==> src/rtl/cmd_sequencer.sv <==
// cmd_sequencer: issues NUM_CMDS command codes to the command engine over a
// start/ready_command handshake with a settle delay after each command, then
// runs the data phase (start_datos) and waits for the data engine to finish.
// A watchdog guards every handshake wait state, and abort returns to idle.
//
// state     | meaning
// ----------+-------------------------------------------------------------
// S_IDLE    | waiting for start_in
// S_ISSUE   | raise start, load settle delay and watchdog
// S_ACK_LO  | wait for ready_command low (engine accepted the command)
// S_ACK_HI  | wait for ready_command high (engine finished the command)
// S_DELAY   | settle delay; DELAY_CYCLES+1 cycles, then next command or exit
// S_WAITCOM | wait for the comms channel to go idle (bussy_com low)
// S_DATA    | hold start_datos for DATA_CYCLES cycles
// S_WAITD   | wait for the data engine to finish (bussy_e low), pulse done
module cmd_sequencer #(
  parameter int CMD_W          = 3,
  parameter int NUM_CMDS       = 4,
  parameter int DELAY_W        = 28,
  parameter int DELAY_CYCLES   = 50000000,
  parameter int DATA_CYCLES    = 2,
  parameter int TIMEOUT_CYCLES = 1000000
) (
  input  logic             clk,
  input  logic             rst,
  input  logic             start_in,
  input  logic             abort,
  output logic [CMD_W-1:0] command,
  output logic             start,
  input  logic             ready_command,
  input  logic             bussy_com,
  output logic             start_datos,
  input  logic             bussy_e,
  output logic             busy,
  output logic             done,
  output logic             timeout_err
);

  localparam int DATA_W = (DATA_CYCLES > 1) ? $clog2(DATA_CYCLES + 1) : 1;
  localparam int WD_W   = (TIMEOUT_CYCLES > 1) ? $clog2(TIMEOUT_CYCLES + 1) : 1;

  localparam logic [CMD_W-1:0]   LAST_CMD  = CMD_W'(NUM_CMDS - 1);
  localparam logic [DELAY_W-1:0] DLY_LOAD  = DELAY_W'(DELAY_CYCLES);
  localparam logic [DATA_W-1:0]  DATA_LOAD = DATA_W'(DATA_CYCLES);
  localparam logic [WD_W-1:0]    WD_LOAD   = WD_W'(TIMEOUT_CYCLES);
  localparam bit                 WD_EN     = (TIMEOUT_CYCLES != 0);

  typedef enum logic [2:0] {
    S_IDLE    = 3'd0,
    S_ISSUE   = 3'd1,
    S_ACK_LO  = 3'd2,
    S_ACK_HI  = 3'd3,
    S_DELAY   = 3'd4,
    S_WAITCOM = 3'd5,
    S_DATA    = 3'd6,
    S_WAITD   = 3'd7
  } state_t;

  state_t              state_q;
  logic [CMD_W-1:0]    command_q;
  logic                start_q;
  logic                start_datos_q;
  logic                busy_q;
  logic                done_q;
  logic                timeout_err_q;
  logic [DELAY_W-1:0]  dly_cnt_q, dly_cnt_d;
  logic [DATA_W-1:0]   data_cnt_q, data_cnt_d;
  logic [WD_W-1:0]     wd_cnt_q, wd_cnt_d;
  logic                waiting;
  logic                wd_fire;

  assign command     = command_q;
  assign start       = start_q;
  assign start_datos = start_datos_q;
  assign busy        = busy_q;
  assign done        = done_q;
  assign timeout_err = timeout_err_q;

  // Counter decrements and watchdog expiry: the watchdog only runs while a
  // handshake state is still waiting for its event; the event wins a tie.
  always_comb begin
    dly_cnt_d  = dly_cnt_q - DELAY_W'(1);
    data_cnt_d = data_cnt_q - DATA_W'(1);
    wd_cnt_d   = wd_cnt_q - WD_W'(1);
    waiting    = 1'b0;
    case (state_q)
      S_ACK_LO:  waiting = ready_command;
      S_ACK_HI:  waiting = !ready_command;
      S_WAITCOM: waiting = bussy_com;
      S_WAITD:   waiting = bussy_e;
      default:   waiting = 1'b0;
    endcase
    wd_fire = WD_EN && waiting && (wd_cnt_q == WD_W'(1));
  end

  // Sequencer FSM with registered outputs; abort outranks the watchdog,
  // which outranks normal transitions.
  always_ff @(posedge clk) begin
    if (rst) begin
      state_q       <= S_IDLE;
      command_q     <= '0;
      start_q       <= 1'b0;
      start_datos_q <= 1'b0;
      busy_q        <= 1'b0;
      done_q        <= 1'b0;
      timeout_err_q <= 1'b0;
      dly_cnt_q     <= '0;
      data_cnt_q    <= '0;
      wd_cnt_q      <= '0;
    end else begin
      done_q <= 1'b0;
      if (abort && (state_q != S_IDLE)) begin
        state_q       <= S_IDLE;
        command_q     <= '0;
        start_q       <= 1'b0;
        start_datos_q <= 1'b0;
        busy_q        <= 1'b0;
      end else if (wd_fire) begin
        state_q       <= S_IDLE;
        command_q     <= '0;
        start_q       <= 1'b0;
        start_datos_q <= 1'b0;
        busy_q        <= 1'b0;
        timeout_err_q <= 1'b1;
      end else begin
        case (state_q)
          S_IDLE: begin
            if (start_in) begin
              state_q       <= S_ISSUE;
              command_q     <= '0;
              timeout_err_q <= 1'b0;
              busy_q        <= 1'b1;
            end
          end
          S_ISSUE: begin
            start_q   <= 1'b1;
            dly_cnt_q <= DLY_LOAD;
            wd_cnt_q  <= WD_LOAD;
            state_q   <= S_ACK_LO;
          end
          S_ACK_LO: begin
            if (!ready_command) begin
              wd_cnt_q <= WD_LOAD;
              state_q  <= S_ACK_HI;
            end else begin
              wd_cnt_q <= wd_cnt_d;
            end
          end
          S_ACK_HI: begin
            if (ready_command) begin
              state_q <= S_DELAY;
            end else begin
              wd_cnt_q <= wd_cnt_d;
            end
          end
          S_DELAY: begin
            if (dly_cnt_q == '0) begin
              if (command_q == LAST_CMD) begin
                start_q  <= 1'b0;
                wd_cnt_q <= WD_LOAD;
                state_q  <= S_WAITCOM;
              end else begin
                command_q <= command_q + CMD_W'(1);
                state_q   <= S_ISSUE;
              end
            end else begin
              dly_cnt_q <= dly_cnt_d;
            end
          end
          S_WAITCOM: begin
            if (!bussy_com) begin
              start_datos_q <= 1'b1;
              data_cnt_q    <= DATA_LOAD;
              state_q       <= S_DATA;
            end else begin
              wd_cnt_q <= wd_cnt_d;
            end
          end
          S_DATA: begin
            if (data_cnt_q <= DATA_W'(1)) begin
              data_cnt_q <= '0;
              wd_cnt_q   <= WD_LOAD;
              state_q    <= S_WAITD;
            end else begin
              data_cnt_q <= data_cnt_d;
            end
          end
          S_WAITD: begin
            if (!bussy_e) begin
              start_datos_q <= 1'b0;
              done_q        <= 1'b1;
              busy_q        <= 1'b0;
              state_q       <= S_IDLE;
            end else begin
              wd_cnt_q <= wd_cnt_d;
            end
          end
          default: state_q <= S_IDLE;
        endcase
      end
    end
  end

endmodule
==> config.mk <==
export PLATFORM = sky130hd
export DESIGN_NAME = cmd_sequencer
export DESIGN_NICKNAME = d
export VERILOG_FILES = /design/src/rtl/cmd_sequencer.sv
export SDC_FILE = /design/constraint.sdc
export NUM_CORES = 1
export LEC_CHECK = 0
export CORE_MARGIN = 2
export CORE_UTILIZATION = 35
export CTS_CLUSTER_DIAMETER = 50
export DETAILED_ROUTE_END_ITERATION = 12
export GPL_TIMING_DRIVEN = 0
export HOLD_SLACK_MARGIN = 0.02
export SLEW_MARGIN = 20
export SYNTH_ARGS = -nofsm -noshare
export SYNTH_HDL_FRONTEND = slang
export SYNTH_SLANG_ARGS = --single-unit
==> constraint.sdc <==
create_clock -name clk -period 2.56 [get_ports clk]
set_clock_uncertainty 0.2 [all_clocks]
set_input_delay 0.512 -clock clk [delete_from_list [all_inputs] [get_ports clk]]
set_output_delay 0.512 -clock clk [all_outputs]
set_load 0.005 [all_outputs]
After elaboration in Yosys (flattened, before gate mapping). Cells that the tools add are included. Widths: inputs -> output; s select.

Register bits after elaboration: 61. Bits of input ports: 7. Output and inout bits: 8.

Eq/ne operators: 22. Muxes and demuxes: 39. $add $sub $neg: 4. Reductions and logical operators: 25. Bitwise operators: 3. Magnitude comparators: 1.

Operators with widths (count): $mux 20 (7); $pmux 20 s7 (1); $pmux 28 s2 (1); $mux 3 (11); $logic_not 28->1 (1); $mux 28 (1); $sub 28x1->28 const B (1); $ne 2x2->1 const B (13); $pmux 3 s8 (1); $eq 20x1->1 const B (1); $sub 20x1->20 const B (1); $reduce_bool 2->1 (7); $eq 3x3->1 const B (4); $reduce_and 3->1 (4); $reduce_and 4->1 (3); $eq 3x2->1 const B (3); $mux 1 (9); $reduce_and 9->1 (1); $reduce_and 7->1 (1); $reduce_bool 7->1 (1); $pmux 1 s2 (3); $pmux 3 s2 (1); $mux 2 (2); $pmux 1 s4 (1); other kinds (12) (15).

Logic depth before layout (Yosys ltp). Gate-level depths: netlist of run 1.

Word-level depth: 5. Gate-level depth with buffers: 11.

Least setup slack after synthesis of run 1. OpenSTA, ideal clock, no wires.

Path type: reg2reg. Start: register state_q[1]. End: register dly_cnt_q[21]. Data arrival time: 2.520 ns. Stages on the path, launching flop included: 12. Slack: -0.235 ns. Data required time: 2.286 ns. Cell sequence: dfxtp_1 inv_1 ha_1 buf_2 nor2b_1 nor4_1 a31o_2 buf_2 or4_1 buf_2 or4_1 a31oi_1.

Word-level cells in the longest chain between the ends: 5. Elaborated cells on any way between the ends: 16. Classes of those cells: eq/ne: 7; mux: 2; bitwise: 2; reduce/logical: 5.

Ends and longest elaborated chain: start, declared (line 59) `state_t state_q;`; start signal, assigned (line 100) `state_q <= S_IDLE;`; start signal, assigned (line 113) `state_q <= S_IDLE;`; start signal, assigned (line 119) `state_q <= S_IDLE;`; $eq 3x3->1 or $eq 3x2->1 (tied branches) (line 86) `case (state_q)`; $pmux 1 s4 (line 86); $logic_and 1x1->1 (line 93) `wd_fire = WD_EN && waiting && (wd_cnt_q == WD_W'(1));`; $not 1->1 (no source line); $reduce_and 4->1 (no source line); end signal, assigned (line 167) `dly_cnt_q <= dly_cnt_d;`; end, declared (line 66) `logic [DELAY_W-1:0] dly_cnt_q, dly_cnt_d;`.

Several ways; a longest one is shown, not always the timed one. A chain may end at the register's enable or synchronous reset.

Worst setup path in the final report of run 1.
Start: register dly_cnt_q[22]. End: register state_q[0].

Word-level cells in the longest chain between the ends: 3.

Ends and longest elaborated chain: $logic_not 28->1 (line 157) `if (dly_cnt_q == '0) begin`; $ne 2x2->1 (no source line); $reduce_and 7->1 (no source line); end signal, assigned (line 161) `state_q <= S_WAITCOM;`; end signal, assigned (line 164) `state_q <= S_ISSUE;`; end signal, assigned (line 174) `state_q <= S_DATA;`.

No other way between the ends.

==> metrics.csv, run 1 <==
stage,metric,value,unit
critical_path,crit_path_end_kind,flop,
synth,synth_cell_types,58,
drt,ant_nets,0,
die,fp.dieW,104,um
synth,synth_area,3510,um2
critical_path,crit_type,flop to flop,
critical_path,critPathLaunch,dly_cnt_q[22],
critical_path,path_buf_inv,4,
clocking,cts_tree,done,
clocking,cts_made_buffers,9,
synth,yosys.area.top_type,dfxtp_1,
synth,async_flop_share,0,%
critical_path,startpoint_type,flop,
critical_path,cp.arrival,2.78,ns
timing,hold_violations,0,
global_route,grt_start_max_net_pins,11,
drt,wl_per_cell,17.5,um
placed_design,preCtsSetupSlack,-0.943,ns
drt,drt-initial-drc-count,199,
die,initial_utilization,36.0,%
critical_path,r2r-start,dly_cnt_q[22],
timing,max_slew_margin,62.0,%
die,io-pin-count,15,
synth,yosysSeqAreaShare,34.7,%
placed_design,gp_congestion,0.824,
global_route,grt_antenna_before_repair,0,
critical_path,crit_fanout,4,
clocking,clkTransAtPathRegs,0.07,ns
drt,routed_wl,11.4,mm
critical_path,cp.required,2.60,ns
timing,tns,-2.18,ns
drt,drc,0,
layout,final_cell_mix,"dfxtp_1 (55), nor2_1 (48), a21oi_1 (39)",
drt,dr.pass1.iters,4,
clocking,ctsHoldBuffers,0,
flow_run,maxCapViolations,0,
timing,min_period_over_period,107,%
die,dieArea,10900,um2
hold_path,hp-class,flop to flop,
power,power.leakage,1.81,nW
critical_path,worstRegToRegCells,10,
layout,final_nets,530,
clocking,h-tree-depth,3,
drt,viasPerCell,5.86,
timing,period_minus_slack,2.74,ns
layout,final_common_cell,dfxtp_1,
timing,tightest_slew,0.570,ns
critical_path,crit_end,state_q[0],
clocking,root_buffer,clkbuf_8,
global_route,grt_pass1_vias,3419,
critical_path,crit_path_max_incr_delay,0.54,ns
timing,setup_ws,-0.179,ns
clocking,clock_sink_count,61,
critical_path,crit_cells,10,
critical_path,r2r-end,state_q[0],
power,total_power,0.00720,W
die,fp.dieH,104,um
placed_design,io_buffers,13,
synth,synth_fp_nets,466,
power,ir_drop,583,uV
status,status,"complete, but fails checks",
synth,synth.area.top_cells,"dfxtp_1 (35%), a21oi_1 (6.3%), nor2_1 (5.2%)",
synth,ys.warnings.count,0,
placed_design,place_hpwl,6.91,mm
timing,slew_viol_final,0,
layout,n_antenna_cell,0,
synth,synth_edf_count,0,
status,violations,negative setup slack,
clocking,worstSkewPairLatency,0.36,ns
critical_path,r2r_slack,-0.18,ns
critical_path,cp_slowest_cell,or4_4,
timing,setup_viol,37,
critical_path,path_delay_family,simple AND/OR/NAND/NOR gates,
drt,num_vias,3809,
layout,area_growth_syn_to_layout,43.7,%
die,coreArea,9770,um2
timing,rsz0062_at_grt,yes,
critical_path,path_cells,or4_4 -> buf_6 -> nor4_4 -> a21o_1 -> buf_4 -> buf_6 -> buf_4 -> o21ai_4 -> nor4_4 -> a211oi_2,
global_route,grt_use_total,19.0,%
global_route,gr-total-overflow,0,
die,rows,36,
clocking,cts_buffer_depth,2,
synth,avgSynthCellArea,7.83,um2
synth,synth_top_area_share,34.7,%
power,p_per_area,1430,nW/um2
timing,fmax,365,MHz
global_route,grt_first_pass_wirelength,16.8,mm
synth,ys.flop_type,dfxtp_1,
synth,synthCells,449,
synth,ys_seq_elements,61,
layout,drive_above_1_share,31.9,%
-- synthesized netlist by cell type, drive strengths merged (8+ instances only) --
library cell / instances
a21oi: 44
nor3: 28
o21ai: 26
nor4: 12
nand3: 18
clkbuf: 20
xnor2: 10
inv: 16
nand2: 28
or4: 11
dfxtp: 61
mux2i: 8
ha: 10
or3: 13
nand4: 11
nor2: 49
-- area by class of cell --
class                   count  area [um2]
flip-flops and latches     61        1240
fillers                   910        4720
clock inverters             3        20.0
inverters                  16        65.1
plain buffers              20         141
clock buffers              12         165
well taps                 133         166
repair buffers             59         557
multi-input cells         346        2700
-- metrics by stage --
| stage | util [%] | hold slack [ns] | instance area, um2 | std cells |
|---|---|---|---|---|
| after floorplan | - | 0.249 | 3600 | 449 |
| after global placement | 39.9 | 0.264 | 3900 | 595 |
| after detailed placement | 39.9 | 0.267 | 3900 | 595 |
| after CTS | 46.0 | 0.287 | 4500 | 635 |
| after global routing | 51.7 | 0.315 | 5050 | 650 |
| final | 51.7 | 0.283 | 5050 | 650 |
-- routing by layer --
metal	vias to the layer above	global-route usage, %	routed length (um)
met2	129	31.7	5780
met4	0	7.34	247
met5	-	0	0
met1	1864	24.3	4710
li1	1788	-	-
met3	28	3.57	653
-- worst min-delay path by stage --
stage / end / cells past startpoint / from
floorplan: wd_cnt_q[6] / 2 / wd_cnt_q[6]
global placement: wd_cnt_q[6] / 2 / wd_cnt_q[6]
detailed placement: wd_cnt_q[6] / 2 / wd_cnt_q[6]
CTS: wd_cnt_q[6] / 2 / wd_cnt_q[6]
global route: dly_cnt_q[24] / 2 / dly_cnt_q[24]
finish: dly_cnt_q[24] / 2 / dly_cnt_q[24]
-- state kept, by name, indices dropped and copies added (netlist names) --
name / flops
dly_cnt_q: 28
wd_cnt_q: 20
command: 3
state_q: 3
data_cnt_q: 2
busy: 1
done: 1
start: 1
start_datos: 1
timeout_err: 1
-- report_power, final --
part | switching [W] | leakage (nW) | internal, W | total [W]
registers | 0.000294 | 0.501 | 0.00121 | 0.00151
clock network | 0.000411 | 0.0905 | 0.000424 | 0.000835
logic | 0.00261 | 1.22 | 0.00225 | 0.00485
total | 0.00331 | 1.81 | 0.00388 | 0.00720
-- worst register-to-register path, stage by stage (launching register included) --
cell and delay (ns):
dfxtp_1 0.33, or4_4 0.54, buf_6 0.15, nor4_4 0.39
a21o_1 0.21, buf_4 0.13, buf_6 0.09, buf_4 0.11
o21ai_4 0.08, nor4_4 0.33, a211oi_2 0.06
-- kinds of logic (layout without fill, tap and decap cells) --
| kind of cell | count (synthesis) | count (layout) | share of synthesized area (%) |
|---|---|---|---|
| buffers and inverters | 43 | 110 | 4.77 |
| AO/OA/AOI/OAI | 111 | 111 | 19.5 |
| XOR/XNOR | 16 | 16 | 3.99 |
| multiplexers | 10 | 10 | 2.92 |
| flip-flops | 61 | 61 | 34.7 |
| adder cells (fa/ha/maj) | 10 | 10 | 3.56 |
| AND/OR/NAND/NOR | 198 | 199 | 30.5 |
-- repair_timing --
item / 4_1_cts / 5_1_grt
endpoints found under the hold margin: 0 / 0
endpoints found under the setup margin: 60 / 57
pin swaps: 14 / 57
resized for setup: 64 / 98
setup buffers: 29 / 16
gates cloned: 0 / 3
No activity file was read; power rests on OpenSTA's default activity.
==> run 2, diff against run 1 <==
ABC_AREA = 1   (was not set)
CORE_ASPECT_RATIO = 0.7   (was not set)
==> run 2 against run 1 <==
The run now ends clean. Flip-flop and latch count unchanged. Synthesized cell count is 59% higher. Sequential power down 11%. Critical path depth increased by 1. Register-to-register slack gained 0.39 ns. Critical endpoint is now wd_cnt_q[10]. Utilization down 9.4 points. Combinational power decreased by 14%.
==> metrics.csv, run 2 <==
stage,metric,value,unit,change
flow_run,maxCapViolations,0,,unchanged
status,status,completed,,
die,io-pin-count,15,,unchanged
global_route,grt_first_pass_wirelength,20.7,mm,+23%
die,rows,33,,-8.3%
synth,yosysMostFrequentCell,nand2_1,,
layout,regMostFlops,dly_cnt_q,,
drt,wl_per_cell,14.2,um,-19%
placed_design,gp_congestion,0.985,,+19%
clocking,cts_tree,done,,
timing,tns,0,ns,+2.18 ns
global_route,grt_start_max_net_pins,11,,unchanged
layout,drive_above_1_share,9.29,%,-23 points
power,clockPowerShare,20.5,%,+8.9 points
global_route,grt_pass1_vias,4178,,+22%
global_route,grt_use_total,20.4,%,+1.4 points
power,p_per_area,1390,nW/um2,-2.5%
power,power.leakage,2.20,nW,+22%
critical_path,r2r-start,dly_cnt_q[12],,
die,coreArea,11800,um2,+21%
synth,synth_edf_count,0,,unchanged
layout,final_util,42.3,%,-9.4 points
hold_path,hp-class,flop to flop,,
clocking,cts_made_buffers,9,,unchanged
clocking,clkTransAtPathRegs,0.05,ns,-0.02 ns
layout,final_nets,755,,+42%
layout,final_common_cell,nand2_1,,
critical_path,crit_type,input port to flop,,
layout,final_cells,900,,+38%
critical_path,crit_path_max_incr_delay,0.55,ns,about the same
clocking,h-tree-depth,3,,unchanged
drt,dr.pass1.iters,5,,+1
placed_design,place_hpwl,9.65,mm,+40%
synth,avgSynthCellArea,6.02,um2,-23%
drt,routed_wl,12.7,mm,+12%
timing,hold_ws,0.267,ns,-0.0161 ns
critical_path,cp.arrival,2.44,ns,-0.34 ns
global_route,gr-total-overflow,0,,unchanged
synth,ys_seq_elements,61,,unchanged
placed_design,dp.cells,883,,+48%
drt,drt-initial-drc-count,332,,+67%
critical_path,r2r_slack,0.21,ns,+0.39 ns
clocking,clock_sink_count,61,,unchanged
placed_design,io_buffers,14,,+1
synth,ys.flop_type,dfxtp_1,,
clocking,cts_buffer_depth,2,,unchanged
layout,largest_registers,"dly_cnt_q: 28 flops, wd_cnt_q: 20 flops",,
drt,drc,0,,unchanged
timing,min_period_over_period,94.7,%,-12 points
timing,hold_violations,0,,unchanged
critical_path,path_cells,clkdlybuf4s50_1 -> inv_1 -> nand3_1 -> nand4_1 -> nand2_1 -> nor2_2 -> nor2_4 -> buf_6 -> nand2_4 -> o21ai_4 -> nor2_1,,
clocking,worstSkewPairLatency,0.34,ns,-0.02 ns
die,fp.dieH,96.6,um,-7.3%
timing,setup_viol,0,,-100%
clocking,root_buffer,clkbuf_16,,
synth,synth_cell_types,33,,-43%
placed_design,preCtsSetupSlack,-0.348,ns,+0.595 ns
layout,area_growth_syn_to_layout,16.5,%,
synth,ys.warnings.count,0,,unchanged
power,ir_drop,414,uV,-29%
layout,num-fill-cells,1301,,+43%
layout,largest_reg_flops,28,,unchanged
synth,async_flop_share,0,%,unchanged
synth,yosysSeqAreaShare,28.5,%,-6.2 points
synth,synth_area,4290,um2,+22%
die,fp.dieW,136,um,+31%
drt,viasPerCell,5.17,,-12%
hold_path,min_from,busy,,
power,combPwrFrac,60.1,%,-7.4 points
critical_path,crit_path_end_kind,flop,,
critical_path,r2r-end,dly_cnt_q[0],,
hold_path,whs_path_depth,2,,unchanged
synth,yosys.area.top_type,dfxtp_1,,
die,dieArea,13200,um2,+21%
timing,max_slew_margin,52.7,%,-9.3 points
synth,synthCells,712,,+59%
timing,setup_ws,0.135,ns,+0.313 ns
synth,ys_top_cells_by_count,"nand2_1 (216), nor2_1 (131), nand3_1 (73)",,
critical_path,cp.required,2.58,ns,-0.02 ns
power,seqPwrFrac,19.4,%,-1.5 points
critical_path,crit_fanout,10,,+6
synth,synth.area.top_cells,"dfxtp_1 (28%), nand2_1 (19%), nor2_1 (11%)",,
power,swShare,49.2,%,+3.2 points
synth,synth_fp_nets,729,,+56%
drt,num_vias,4652,,+22%
layout,n_antenna_cell,0,,unchanged
global_route,grt_antenna_before_repair,0,,unchanged
die,initial_utilization,36.3,%,+0.33 points
timing,period_minus_slack,2.43,ns,-0.313 ns
power,switching_power,0.00341,W,+3.0%
critical_path,worstRegToRegCells,11,,+1
drt,ant_nets,0,,unchanged
critical_path,cp_slowest_cell,clkdlybuf4s50_1,,
power,intPower,0.00352,W,-9.3%
synth,synth_top_area_share,28.5,%,-6.2 points
timing,tightest_slew,0.710,ns,+0.140 ns
layout,final_cell_mix,"nand2_1 (216), nor2_1 (130), nand3_1 (73)",,
timing,slew_viol_final,0,,unchanged
hold_path,hold_end,busy,,
timing,fmax,412,MHz,+13%
critical_path,startpoint_type,input port,,
==> run 2: cell types whose count changed in the layout (fill, tap and decap cells not counted), sizes merged, moves of 7 or more <==
cell / change
nor2: +90
or4: -11
a21oi: +13
nor4: -12
o21ai: -7
nand2: +197
nor3: -23
inv: +43
or3: -13
buf: -40
nand3: +55
mux2i: -8
==> run 2: layout make-up <==
type | count | area (um2) | share of cell area [%]
sequential | 61 | 1220 | 24.5
clock inverter | 4 | 95.1 | 1.90
clock buffer | 12 | 246 | 4.94
multi-input combinational | 571 | 2710 | 54.3
timing repair buffer | 16 | 155 | 3.11
tap | 157 | 196 | 3.93
buffer | 20 | 144 | 2.88
inverter | 59 | 224 | 4.49
==> run 2: power by group through the flow <==
stage | clock, W | sequential [W] | combinational (W)
finish | 0.00142 | 0.00135 | 0.00417
global route | 0.00148 | 0.00138 | 0.00468
detailed placement | 0 | 0.00136 | 0.00401
floorplan | 0 | 0.00130 | 0.00309
global placement | 0 | 0.00135 | 0.00393
CTS | 0.00144 | 0.00134 | 0.00404
==> run 2: worst max-delay path by stage <==
| stage | startpoint | end | depth (start not counted) |
|---|---|---|---|
| 2_1_floorplan | state_q[0] | wd_cnt_q[10] | 13 |
| 5_1_grt | ready_command | wd_cnt_q[2] | 12 |
| 3_3_place_gp | ready_command | wd_cnt_q[1] | 11 |
| 3_5_place_dp | ready_command | wd_cnt_q[10] | 11 |
| 6_report | ready_command | wd_cnt_q[10] | 11 |
| 4_1_cts | ready_command | wd_cnt_q[10] | 11 |
==> run 2: cell families after synthesis <==
group                      synth area share, %
buffers and inverters                     8.64
adders and majority gates                 2.92
DFF                                       28.5
xor gates and xnor gates                  2.66
AOI/OAI and AO/OA                         10.6
and+or+nand+nor                           46.7
==> run 2: what timing repair did <==
| item | 4_1_cts | 5_1_grt |
|---|---|---|
| gates resized for setup | 0 | 5 |
| buffers inserted | 0 | 2 |
| hold buffers | 0 | 0 |
| setup endpoints to repair | 0 | 32 |
==> run 2: stage by stage <==
step                      cell area, um2  power [W]
after CTS                           4960    0.00681
after global placement              4620    0.00528
final                               4990    0.00694
after floorplan                     4290    0.00439
after detailed placement            4620    0.00537
after global routing                4990    0.00754
==> run 2: critical path: cells and delay by family <==
family                 cells  cell delay (ns)
AOI/OAI and AO/OA          1             0.23
and+or+nand+nor            7             0.79
buffers and inverters      3             0.88
==> run 2: routing by layer <==
layer / vias to the layer above / wire length (um) / global-route usage [%]
li1: 2333 / - / -
met1: 2137 / 6630 / 30.4
met2: 161 / 5010 / 28.9
met3: 21 / 909 / 4.59
met4: 0 / 195 / 6.34
met5: - / 0 / 0
